**config.mk**
```make
export PLATFORM = sky130hd
export DESIGN_NAME = imem_fetch_ctrl
export DESIGN_NICKNAME = d
export VERILOG_FILES = /design/src/rtl/imem_fetch_ctrl.sv
export SDC_FILE = /design/constraint.sdc
export NUM_CORES = 1
export LEC_CHECK = 0
export ABC_AREA = 1
export BUFFER_PORTS_ARGS = -buffer_cell sky130_fd_sc_hd__clkbuf_2
export CORE_ASPECT_RATIO = 1.75
export CORE_MARGIN = 5
export CORE_UTILIZATION = 45
export CTS_CLUSTER_SIZE = 20
export DETAILED_ROUTE_END_ITERATION = 8
export GPL_TIMING_DRIVEN = 0
export PLACE_DENSITY = 0.68
export SLEW_MARGIN = 10
export SYNTH_ARGS = -nofsm -noshare
export SYNTH_HDL_FRONTEND = slang
export SYNTH_SLANG_ARGS = --single-unit
```
**constraint.sdc**
```tcl
create_clock -name clk -period 5.2 [get_ports clk]
set_input_delay 1.3 -clock clk [delete_from_list [all_inputs] [get_ports clk]]
set_output_delay 1.3 -clock clk [all_outputs]
set_load 0.05 [all_outputs]
```
**src/rtl/imem_fetch_ctrl.sv**
```systemverilog
// Instruction-fetch sequencer: owns the PC, drives imem, buffers {pc,instr} into a prefetch FIFO for decode.
// Latency: fetch_en seen at edge E0 -> first push at E1 -> if_valid after E1; 1 instr/cycle sustained.
// Backpressure: when the FIFO is full and decode is not ready, no fetch is issued and the PC holds.

module imem_fetch_fifo #(
    parameter int W     = 64,
    parameter int DEPTH = 2,
    parameter int CW    = $clog2(DEPTH + 1)
) (
    input  logic          clk,
    input  logic          rst_n,
    input  logic          flush_i,
    input  logic          push_i,
    input  logic          pop_i,
    input  logic [W-1:0]  wdat_i,
    output logic [W-1:0]  rdat_o,
    output logic [CW-1:0] count_o
);
    localparam int PW = (DEPTH > 1) ? $clog2(DEPTH) : 1;

    logic [W-1:0]  mem_q [DEPTH];
    logic [PW-1:0] rd_ptr_q, wr_ptr_q;
    logic [CW-1:0] count_q;

    function automatic logic [PW-1:0] ptr_inc(input logic [PW-1:0] p);
        if (p == PW'(DEPTH - 1)) return '0;
        return p + PW'(1);
    endfunction

    always_ff @(posedge clk or negedge rst_n) begin
        if (!rst_n) begin
            rd_ptr_q <= '0;
            wr_ptr_q <= '0;
            count_q  <= '0;
            for (int i = 0; i < DEPTH; i++) mem_q[i] <= '0;
        end else if (flush_i) begin
            // Flush wins over any concurrent push; the pop side just loses its entry.
            rd_ptr_q <= '0;
            wr_ptr_q <= '0;
            count_q  <= '0;
        end else begin
            if (push_i) begin
                mem_q[wr_ptr_q] <= wdat_i;
                wr_ptr_q        <= ptr_inc(wr_ptr_q);
            end
            if (pop_i) rd_ptr_q <= ptr_inc(rd_ptr_q);
            count_q <= count_q + CW'(push_i) - CW'(pop_i);
        end
    end

    assign rdat_o  = mem_q[rd_ptr_q];
    assign count_o = count_q;
endmodule

module imem_fetch_ctrl #(
    parameter logic [31:0] RESET_PC = 32'h0000_0000,
    parameter int          DEPTH    = 2
) (
    input  logic        clk,
    input  logic        rst_n,
    input  logic        fetch_en,
    input  logic        redirect_valid,
    input  logic [31:0] redirect_pc,
    output logic [31:0] imem_addr,
    input  logic [31:0] imem_instr,
    output logic        if_valid,
    input  logic        if_ready,
    output logic [31:0] if_instr,
    output logic [31:0] if_pc
);
    localparam int CW = $clog2(DEPTH + 1);

    typedef enum logic {IDLE = 1'b0, RUN = 1'b1} state_e;

    typedef struct packed {
        logic [31:0] pc;
        logic [31:0] instr;
    } fetch_ent_t;

    state_e        state_q, state_d;
    logic [31:0]   pc_q, pc_d;
    logic          run;
    logic          push, pop;
    logic [CW-1:0] count;
    fetch_ent_t    wr_ent, head_ent;

    always_ff @(posedge clk or negedge rst_n) begin
        if (!rst_n) state_q <= IDLE;
        else        state_q <= state_d;
    end

    always_comb begin
        state_d = state_q;
        case (state_q)
            IDLE:    if (fetch_en)  state_d = RUN;
            RUN:     if (!fetch_en) state_d = IDLE;
            default: state_d = IDLE;
        endcase
    end

    always_comb begin
        run = (state_q == RUN);
    end

    assign imem_addr = pc_q & 32'hFFFF_FFFC;
    assign if_valid  = (count != '0);
    assign pop       = if_valid & if_ready;
    // A pop in the same cycle frees the slot, so a full FIFO still streams.
    assign push      = run & ~redirect_valid & ((count < CW'(DEPTH)) | pop);

    always_comb begin
        pc_d = pc_q;
        if (redirect_valid) pc_d = redirect_pc & 32'hFFFF_FFFC;
        else if (push)      pc_d = imem_addr + 32'd4;
    end

    always_ff @(posedge clk or negedge rst_n) begin
        if (!rst_n) pc_q <= RESET_PC & 32'hFFFF_FFFC;
        else        pc_q <= pc_d;
    end

    assign wr_ent.pc    = imem_addr;
    assign wr_ent.instr = imem_instr;

    imem_fetch_fifo #(
        .W     ($bits(fetch_ent_t)),
        .DEPTH (DEPTH),
        .CW    (CW)
    ) u_fifo (
        .clk     (clk),
        .rst_n   (rst_n),
        .flush_i (redirect_valid),
        .push_i  (push),
        .pop_i   (pop),
        .wdat_i  (wr_ent),
        .rdat_o  (head_ent),
        .count_o (count)
    );

    // Head is masked while empty so stale storage never leaks onto the decode bus.
    assign if_pc    = if_valid ? head_ent.pc    : 32'd0;
    assign if_instr = if_valid ? head_ent.instr : 32'd0;
endmodule

```
# After elaboration in Yosys (flattened, before gate mapping)
# Index checks and enable logic that the tools add are counted.
[totals]
register_bits = 165
inputBits = 69
out_inout_bits = 97
[classes]
addsub = 5
n_lt_le_gt_ge = 4
n_mux = 26
bitwise_logic = 7
reduce_logical = 5
[ops]
columns = ["op", "count"]
rows = [
  ["$mux 64", 4],
  ["$bwmux 128", 1],
  ["$mux 32", 4],
  ["$demux 64 s1", 1],
  ["$add 32x3->32 const B", 1],
  ["$mux 1", 15],
  ["$reduce_bool 2->1", 3],
  ["$ge 2x2->1 const B", 2],
  ["$not 1->2", 2],
  ["$and 1x1->1", 3],
  ["$add 1x1->1 const B", 2],
  ["$add 2x1->2", 1],
  ["$lt 2x1->1 const B", 1],
  ["$lt 2x2->1 const B", 1],
  ["$mux 2", 1],
  ["$reduce_and 2->1", 1],
  ["$sub 2x1->2", 1],
  ["$logic_and 1x1->1", 1],
  ["$not 1->1", 1],
  ["$or 1x1->1", 1],
]

# Longest topological paths before layout
# Gate-level depths: netlist of the first run.
[logic_depth]
ltp_word = 9
ltp_mapped = 9
ltp_nobuf = 9

# Modules after synthesis
# Synthesis of the first run repeated with hierarchy kept, for this count alone.
[unflattened]
hier_cells = 1072
area_unflattened_um2 = 8894.8
[modules_own_cells]
columns = ["module", "instances", "cells_each", "area_each_um2", "seq_area_each_um2"]
rows = [
  ["imem_fetch_fifo", 1, 573, 6082.1, 3303.2],
  ["imem_fetch_ctrl", 1, 499, 2812.7, 775.7],
]

# Least setup slack after synthesis of the first run
# No wires, ideal clock.
[synth_path]
path_kind = "register to output"
startpoint = "reg u_fifo.rd_ptr_q"
endpoint = "out if_instr[21]"
arrival_time_ns = 1.634
required_ns = 3.900
slack_ns = 2.266
path_stages_with_launch = 5
n_path_buf = 2
path_cell_list = "dfrtp_1 -> clkbuf_1 -> buf_2 -> nand2_1 -> a21oi_1"
[synth_via]
elab_chain_cells = 5
[synth_rtl]
columns = ["element", "line_no", "source"]
rows = [
  ["from (decl)", "22", "logic [PW-1:0] rd_ptr_q, wr_ptr_q;"],
  ["from (signal assigned)", "46", "if (pop_i) rd_ptr_q <= ptr_inc(rd_ptr_q);"],
  ["$not 1->2 (implied by the code)", "51", "assign rdat_o = mem_q[rd_ptr_q];"],
  ["$mux 64 (implied by the code) (3 in series)", "51", ""],
  ["$mux 32", "142", "assign if_instr = if_valid ? head_ent.instr : 32'd0;"],
  ["to (decl)", "68", "output logic [31:0] if_instr,"],
]
# Every way passes these cells. The select of a mux whose other input is x is not followed.

# Worst setup path in the final report of the first run
[layout_path]
startpoint = "reg u_fifo.count_q[1] (netlist: u_fifo.count_o[1])"
endpoint = "out if_pc[21]"
[layout_via]
elab_chain_cells = 2
[layout_rtl]
columns = ["element", "line_no", "source"]
rows = [
  ["from (decl)", "23", "logic [CW-1:0] count_q;"],
  ["from (signal assigned)", "47", "count_q <= count_q + CW'(push_i) - CW'(pop_i);"],
  ["$reduce_bool 2->1", "106", "assign if_valid = (count != '0);"],
  ["$mux 32", "141", "assign if_pc = if_valid ? head_ent.pc : 32'd0;"],
  ["to (decl)", "69", "output logic [31:0] if_pc"],
]
# Every way passes these cells.

==> results.yml, run 1 <==
yosys:
  synth_cell_type_count: 27
  syn_area_per_cell_um2: 7.61
  syn-instance-count: 1021
  synth_edf_count: 0
  yosys.area.top_type: "dfrtp_1"
  netlist.area_leader.share_pct: 51.2
  synthFlopType: "dfrtp_1"
  ys_async_sr_fraction_pct: 100
  synth_top_cells_by_area: "dfrtp_1 51%, nand2_1 18%, o21ai_0 6.7%"
  ys_ff_latch: 159
  synthesis.area_um2: 7770
  ys_seq_area_share_pct: 51.2
  yosysWarnings: 0
timing:
  period_share_pct: 72.3
  hold_viol: 0
  period_minus_slack_ns: 3.76
  final.setup.tns_ns: 0
  setup_viol_count_final: 0
  fmax_mhz: 266
  tightestPinTransition_ns: 0.917
  hold_slack_ns: 0.484
  slew_violations: 0
  fin_skew_ns: 0.00883
  slew_headroom_pct: 38.6
  setup_ws_ns: 1.44
  rsz0062_at_grt: "false"
worst_hold_path:
  hp-class: "flip-flop to flip-flop"
  holdPathStages: 2
  hold_end: "u_fifo.mem_q[41]$_DFFE_PN0P_"
  hold_start: "u_fifo.mem_q[41]$_DFFE_PN0P_"
clock_network:
  clock_latency_ns: 0.42
  clock_path_buffers: 2
  ctsHtreeMaxLevel: 4
  cts_root_buf: "clkbuf_16"
  path_clk_slew_ns: 0.07
  cts_buffers: 17
  cts_sinks: 159
  cts_tree: "built"
  postCtsSetupRepairBufs: 0
  cts-resized-gates: 0
  cts-hold-fix-buffers: 0
worst_setup_path:
  critPathLaunchType: "flip-flop"
  crit_path_max_fanout: 10
  worstPathRequired_ns: 3.90
  timing.rr.end: "u_fifo.count_o[1]$_DFF_PN0_"
  r2r-start: "u_fifo.count_o[1]$_DFF_PN0_"
  worst_setup_path_end_kind: "output pin"
  cp.arrival_ns: 2.46
  reg2reg_depth: 7
  r2r_slack_ns: 2.97
  path_class: "flip-flop to output pin"
cells_and_area:
  antenna_cells: 0
  final_area_um2: 9460
  fillers: 1690
  area_growth_pct: 21.7
  most-common-layout-cells: "382 x nand2_1, 159 x dfrtp_1, 158 x clkbuf_2, 104 x o21ai_0, 90 x inv_1"
  layout_commonest_cell: "nand2_1"
  stdcell_count: 1443
  finish.utilization_pct: 55.8
  drive_gt1_share_pct: 19.2
  nNetsFinal: 1275
detailed_routing:
  vias: 7216
  drt-total-wl_mm: 22.3
  drc: 0
  antenna_left: 0
  wire_per_inst_um: 15.5
  first_iter_violations: 361
  first_pass_iters: 4
  viasPerCell: 5.00
placement:
  gp_congestion: 0.883
  dpl.cell_count: 1411
  dp_slack_ns: 1.76
  dp_hpwl_mm: 16.5
  io_buffer_count: 159
  placed_cell_area_um2: 8900
outcome:
  status: "finished clean"
power_and_ir_drop:
  p_per_area_nw_per_um2: 560
  p_leak_nw: 4.81
  vdd_ir_drop_max_uv: 242
  power.total_mw: 5.29
die:
  rows: 63
  dieArea_um2: 20100
  design.core.area_um2: 16900
  initial_core_util_pct: 45.9
  ios: 166
  die_h_um: 184
  dieWidth_um: 109
global_route:
  grt_pass1_wl_mm: 35.8
  grt_pass1_vias: 7164
  grt_usage_pct: 22.8
  grt.overflow.total: 0
  antenna_found_initial: 0
  grt_max_degree: 88
job:
  max_cap_viol_count: 0
==> worst max-delay path by stage <==
stage | start | endpoint | slack (ns) | depth (start not counted)
floorplan | u_fifo.rd_ptr_q$_DFFE_PN0P_ | if_instr[21] | 2.27 | 4
global placement | rst_n | u_fifo.mem_q[6]$_DFFE_PN0P_ | 0.004 | 1
detailed placement | u_fifo.count_o[1]$_DFF_PN0_ | if_pc[21] | 1.76 | 4
CTS | u_fifo.count_o[1]$_DFF_PN0_ | if_pc[21] | 1.29 | 4
global route | u_fifo.count_o[1]$_DFF_PN0_ | if_pc[10] | 1.27 | 4
finish | u_fifo.count_o[1]$_DFF_PN0_ | if_pc[21] | 1.44 | 4
==> kinds of logic after synthesis <==
| group | Yosys count | share of synthesized area (%) |
|---|---|---|
| AO/OA/AOI/OAI | 226 | 14.8 |
| XOR/XNOR | 7 | 0.789 |
| adder cells (fa/ha/maj) | 3 | 0.483 |
| buffers and inverters | 149 | 8.39 |
| flip-flops | 159 | 51.2 |
| other | 1 | 0.0483 |
| AND/OR/NAND/NOR | 476 | 24.2 |
==> state kept, by name (all words and copies together), names as in the netlist <==
register	count
u_fifo.wr_ptr_q	1
u_fifo.count_o	2
run	1
u_fifo.rd_ptr_q	1
pc_q	30
u_fifo.mem_q	124
==> worst max-delay path, cell delays in order (launching register included) <==
cell	delay [ns]
dfrtp_1	0.41
nor2_1	0.72
clkbuf_1	0.47
a21oi_1	0.15
clkbuf_2	0.27
==> routing by layer <==
layer | vias up | track usage, % | part of all wire, %
li1 | 3602 | - | -
met1 | 3411 | 26.5 | 40
met2 | 166 | 41.3 | 53
met3 | 37 | 3.20 | 3.6
met4 | 0 | 9.19 | 3.1
met5 | - | 0 | 0
==> cell usage after synthesis (all sizes together) (3+ instances only) <==
cell    number
nand2      385
o21ai      153
buf         29
nor2        45
ha           3
o211ai       3
xor2         5
nand3       44
o21bai       4
clkbuf      27
inv         93
a21oi       64
dfrtp      159
==> layout make-up <==
cell class | instances | area (µm²) | area share (%)
inverters | 93 | 352 | 3.72
clock inverters | 13 | 104 | 1.10
plain buffers | 56 | 300 | 3.18
flip-flops and latches | 159 | 3980 | 42.1
clock buffers | 19 | 453 | 4.79
multi-input cells | 716 | 3150 | 33.3
repair buffers | 160 | 832 | 8.80
well taps | 227 | 284 | 3.00
==> power by group <==
part / total [mW] / switching [mW] / leakage [nW] / internal (mW)
Combinational: 2.22 / 1.68 / 2.54 / 0.542
Clock: 1.18 / 0.537 / 0.271 / 0.645
Sequential: 1.89 / 0.245 / 1.99 / 1.65
Total: 5.29 / 2.46 / 4.81 / 2.83
Power figures use the tool's default switching activity.
==> inputs of run 2 (changes only) <==
- ABC_AREA: 1 -> 0
- PLACE_DENSITY: 0.68 -> 0.71
- clock period: 5.2 -> 3.45 ns (I/O delays scaled with it)
==> run 2 against run 1 <==
Compared with the run above: sequential share of layout area grew 0.99 points; global-route usage shrank 3.0 points; critical path depth grew 1; via count shrank 25%; critical path type unchanged; first-iteration DRC count shrank 33%; sequential cell count is the same; clock-buffer cell count grew 1; area after synthesis shrank 3.2%; combinational power grew 67%; largest cell class unchanged; worst setup slack lost 1.3 ns; non-clock buffer count shrank 10; synthesized cell count shrank 37%.
==> results.yml, run 2 <==
cells_and_area:
  top_register: "u_fifo.mem_q"
  fillers: 1519
  drive_gt1_share_pct: 39.2
  multi_input_area_um2: 3340
  antenna_cells: 0
  area_growth_pct: 22.8
  most-common-layout-cells: "159 x clkbuf_2, 159 x dfrtp_1, 125 x mux2_2, 75 x nor2_1, 68 x mux2i_1"
  nNetsFinal: 895
  seqCellArea_um2: 3980
  largest_register_ffs: 124
die:
  ios: 166
  initial_core_util_pct: 45.7
  die_h_um: 181
  dieWidth_um: 108
  rows: 62
  design.core.area_um2: 16400
  dieArea_um2: 19500
timing:
  slew_headroom_pct: 50.2
  slew_violations: 0
  fmax_mhz: 301
  period_share_pct: 96.3
  fin_skew_ns: 0.0104
  tightestPinTransition_ns: 0.747
  rsz0062_at_grt: "true"
  period_minus_slack_ns: 3.32
  hold_viol: 0
  final.setup.tns_ns: 0
  setup_viol_count_final: 0
global_route:
  grt_pass1_vias: 5723
  met2_usage_pct: 36.4
  antenna_found_initial: 0
  grt_pass1_wl_mm: 30.2
  grtUsageMet1_pct: 22.9
  grt_max_degree: 84
  busiest_layer: "met2"
  met3_usage_pct: 2.96
  grt_usage_pct: 19.8
  grt.overflow.total: 0
worst_setup_path:
  critPathTopFamily: "buffers and inverters"
  path_class: "flip-flop to output pin"
  slowest_stage: "clkbuf_1"
  worstPathRequired_ns: 2.59
  crit_path_max_fanout: 10
  critical_path.endpoint: "if_instr[2]"
  worst_setup_path_end_kind: "output pin"
  critical_path.cell_chain: "clkbuf_1 > clkbuf_1 > mux2i_1 > nor2_1 > clkbuf_2"
  r2r-start: "u_fifo.count_o[1]$_DFF_PN0_"
  cp_num_cells: 5
  reg2reg_depth: 6
  crit_buf_inv: 3
  crit_path_start: "u_fifo.rd_ptr_q$_DFFE_PN0P_"
  cpPeakStageDelay_ns: 0.63
  r2r_slack_ns: 0.94
  path_common_cell: "clkbuf_1"
  timing.rr.end: "u_fifo.mem_q[47]$_DFFE_PN0P_"
  critPathLaunchType: "flip-flop"
  cp.arrival_ns: 2.46
clock_network:
  cts_buffers: 17
  cts_root_buf: "clkbuf_16"
  path_clk_slew_ns: 0.07
  cts-hold-fix-buffers: 0
  clock_latency_ns: 0.42
  ctsHtreeMaxLevel: 4
  cts_sinks: 159
  cts_tree: "built"
  clock_path_buffers: 2
yosys:
  syn-instance-count: 641
  netlist.area_leader.share_pct: 52.9
  synth_edf_count: 0
  yosysMostFrequentCell: "dfrtp_1"
  ys_async_sr_fraction_pct: 100
  yosys.area.top_type: "dfrtp_1"
  syn_area_per_cell_um2: 11.7
  synth_cell_type_count: 36
  synthesis.area_um2: 7520
  ys_ff_latch: 159
  synthFlopType: "dfrtp_1"
  synth_top_cells_by_area: "dfrtp_1 53%, mux2_2 19%, mux2i_1 9.1%"
  ys_seq_area_share_pct: 52.9
  ys_top_cells_by_count: "159 x dfrtp_1, 125 x mux2_2, 76 x nor2_1"
  yosysWarnings: 0
power_and_ir_drop:
  p_per_area_nw_per_um2: 925
  vdd_ir_drop_max_uv: 427
  power.total_mw: 8.55
  p_leak_nw: 4.14
detailed_routing:
  antenna_left: 0
  first_iter_violations: 242
  drt-total-wl_mm: 18.1
  vias: 5441
  first_pass_iters: 4
  wire_per_inst_um: 17.1
  viasPerCell: 5.14
  drc: 0
outcome:
  status: "finished clean"
placement:
  io_buffer_count: 158
  gp_congestion: 0.783
  dp_hpwl_mm: 13.5
worst_hold_path:
  hp-class: "primary input to async pin"
job:
  max_cap_viol_count: 0
run 2: cell types whose count changed in the layout (fill, tap and decap cells not counted), sizes merged, moves of 16 or more:
| cell | before | now |
|---|---|---|
| xnor2 | 2 | 23 |
| nand2 | 385 | 39 |
| o21ai | 153 | 24 |
| nand3 | 44 | 7 |
| nor2 | 45 | 76 |
| mux2 | 0 | 125 |
| buf | 30 | 14 |
| mux2i | 0 | 68 |
| a21oi | 64 | 2 |
| inv | 98 | 12 |
run 2: how the worst min path moves through the flow:
stage / end / cells after the start / slack (ns) / from
after floorplan: u_fifo.mem_q[7]$_DFFE_PN0P_ / 1 / 0.48 / u_fifo.mem_q[7]$_DFFE_PN0P_
after global placement: u_fifo.mem_q[61]$_DFFE_PN0P_ / 1 / 0.49 / u_fifo.mem_q[61]$_DFFE_PN0P_
after detailed placement: u_fifo.mem_q[7]$_DFFE_PN0P_ / 1 / 0.49 / u_fifo.mem_q[7]$_DFFE_PN0P_
after CTS: u_fifo.mem_q[115]$_DFFE_PN0P_ / 1 / 0.46 / rst_n
after global routing: u_fifo.mem_q[115]$_DFFE_PN0P_ / 1 / 0.48 / rst_n
final: u_fifo.mem_q[115]$_DFFE_PN0P_ / 1 / 0.43 / rst_n
run 2: what timing repair did:
action,CTS,global route
buffers inserted,0,0
gates cloned,0,0
resized for setup,3,3
setup endpoints to repair,17,35
run 2: kinds of logic after synthesis:
| family | Yosys count | share of synthesized area [%] |
|---|---|---|
| buffers and inverters | 54 | 2.93 |
| xor gates and xnor gates | 26 | 3.03 |
| DFF | 159 | 52.9 |
| muxes | 193 | 27.8 |
| adders and majority gates | 3 | 0.499 |
| and+or+nand+nor | 170 | 10.1 |
| other | 1 | 0.0499 |
| AOI/OAI and AO/OA | 35 | 2.70 |
run 2: area by class of cell:
| type | instances | area share (%) |
|---|---|---|
| clock buffers | 20 | 4.83 |
| plain buffers | 46 | 2.11 |
| multi-input cells | 431 | 36.2 |
| inverters | 8 | 0.325 |
| clock inverters | 11 | 1.44 |
| flip-flops and latches | 159 | 43.1 |
| repair buffers | 160 | 9.03 |
| well taps | 224 | 3.03 |
run 2: through the flow:
stage / worst slack (ns) / util, % / cell area (µm²) / hold WS [ns] / cells
after detailed placement: 0.389 / 52.6 / 8650 / 0.493 / 1028
after CTS: 0.0275 / 56.2 / 9240 / 0.459 / 1059
final: 0.128 / 56.2 / 9240 / 0.429 / 1059
after floorplan: 0.715 / - / 7530 / 0.479 / 644
after global placement: -1.31 / 52.3 / 8600 / 0.486 / 1026
after global routing: -0.0675 / 56.2 / 9240 / 0.483 / 1059
run 2: layer usage:
| metal | share of wire (%) | up-vias |
|---|---|---|
| li1 | - | 2580 |
| met1 | 39 | 2712 |
| met2 | 56 | 121 |
| met3 | 3.7 | 28 |
| met4 | 2.0 | 0 |
| met5 | 0 | - |
run 2: power breakdown:
part	leakage [nW]	switching (mW)	total [mW]	internal (mW)
Sequential	1.90	0.397	2.97	2.57
Clock	0.266	0.783	1.87	1.09
Combinational	1.97	2.46	3.71	1.24
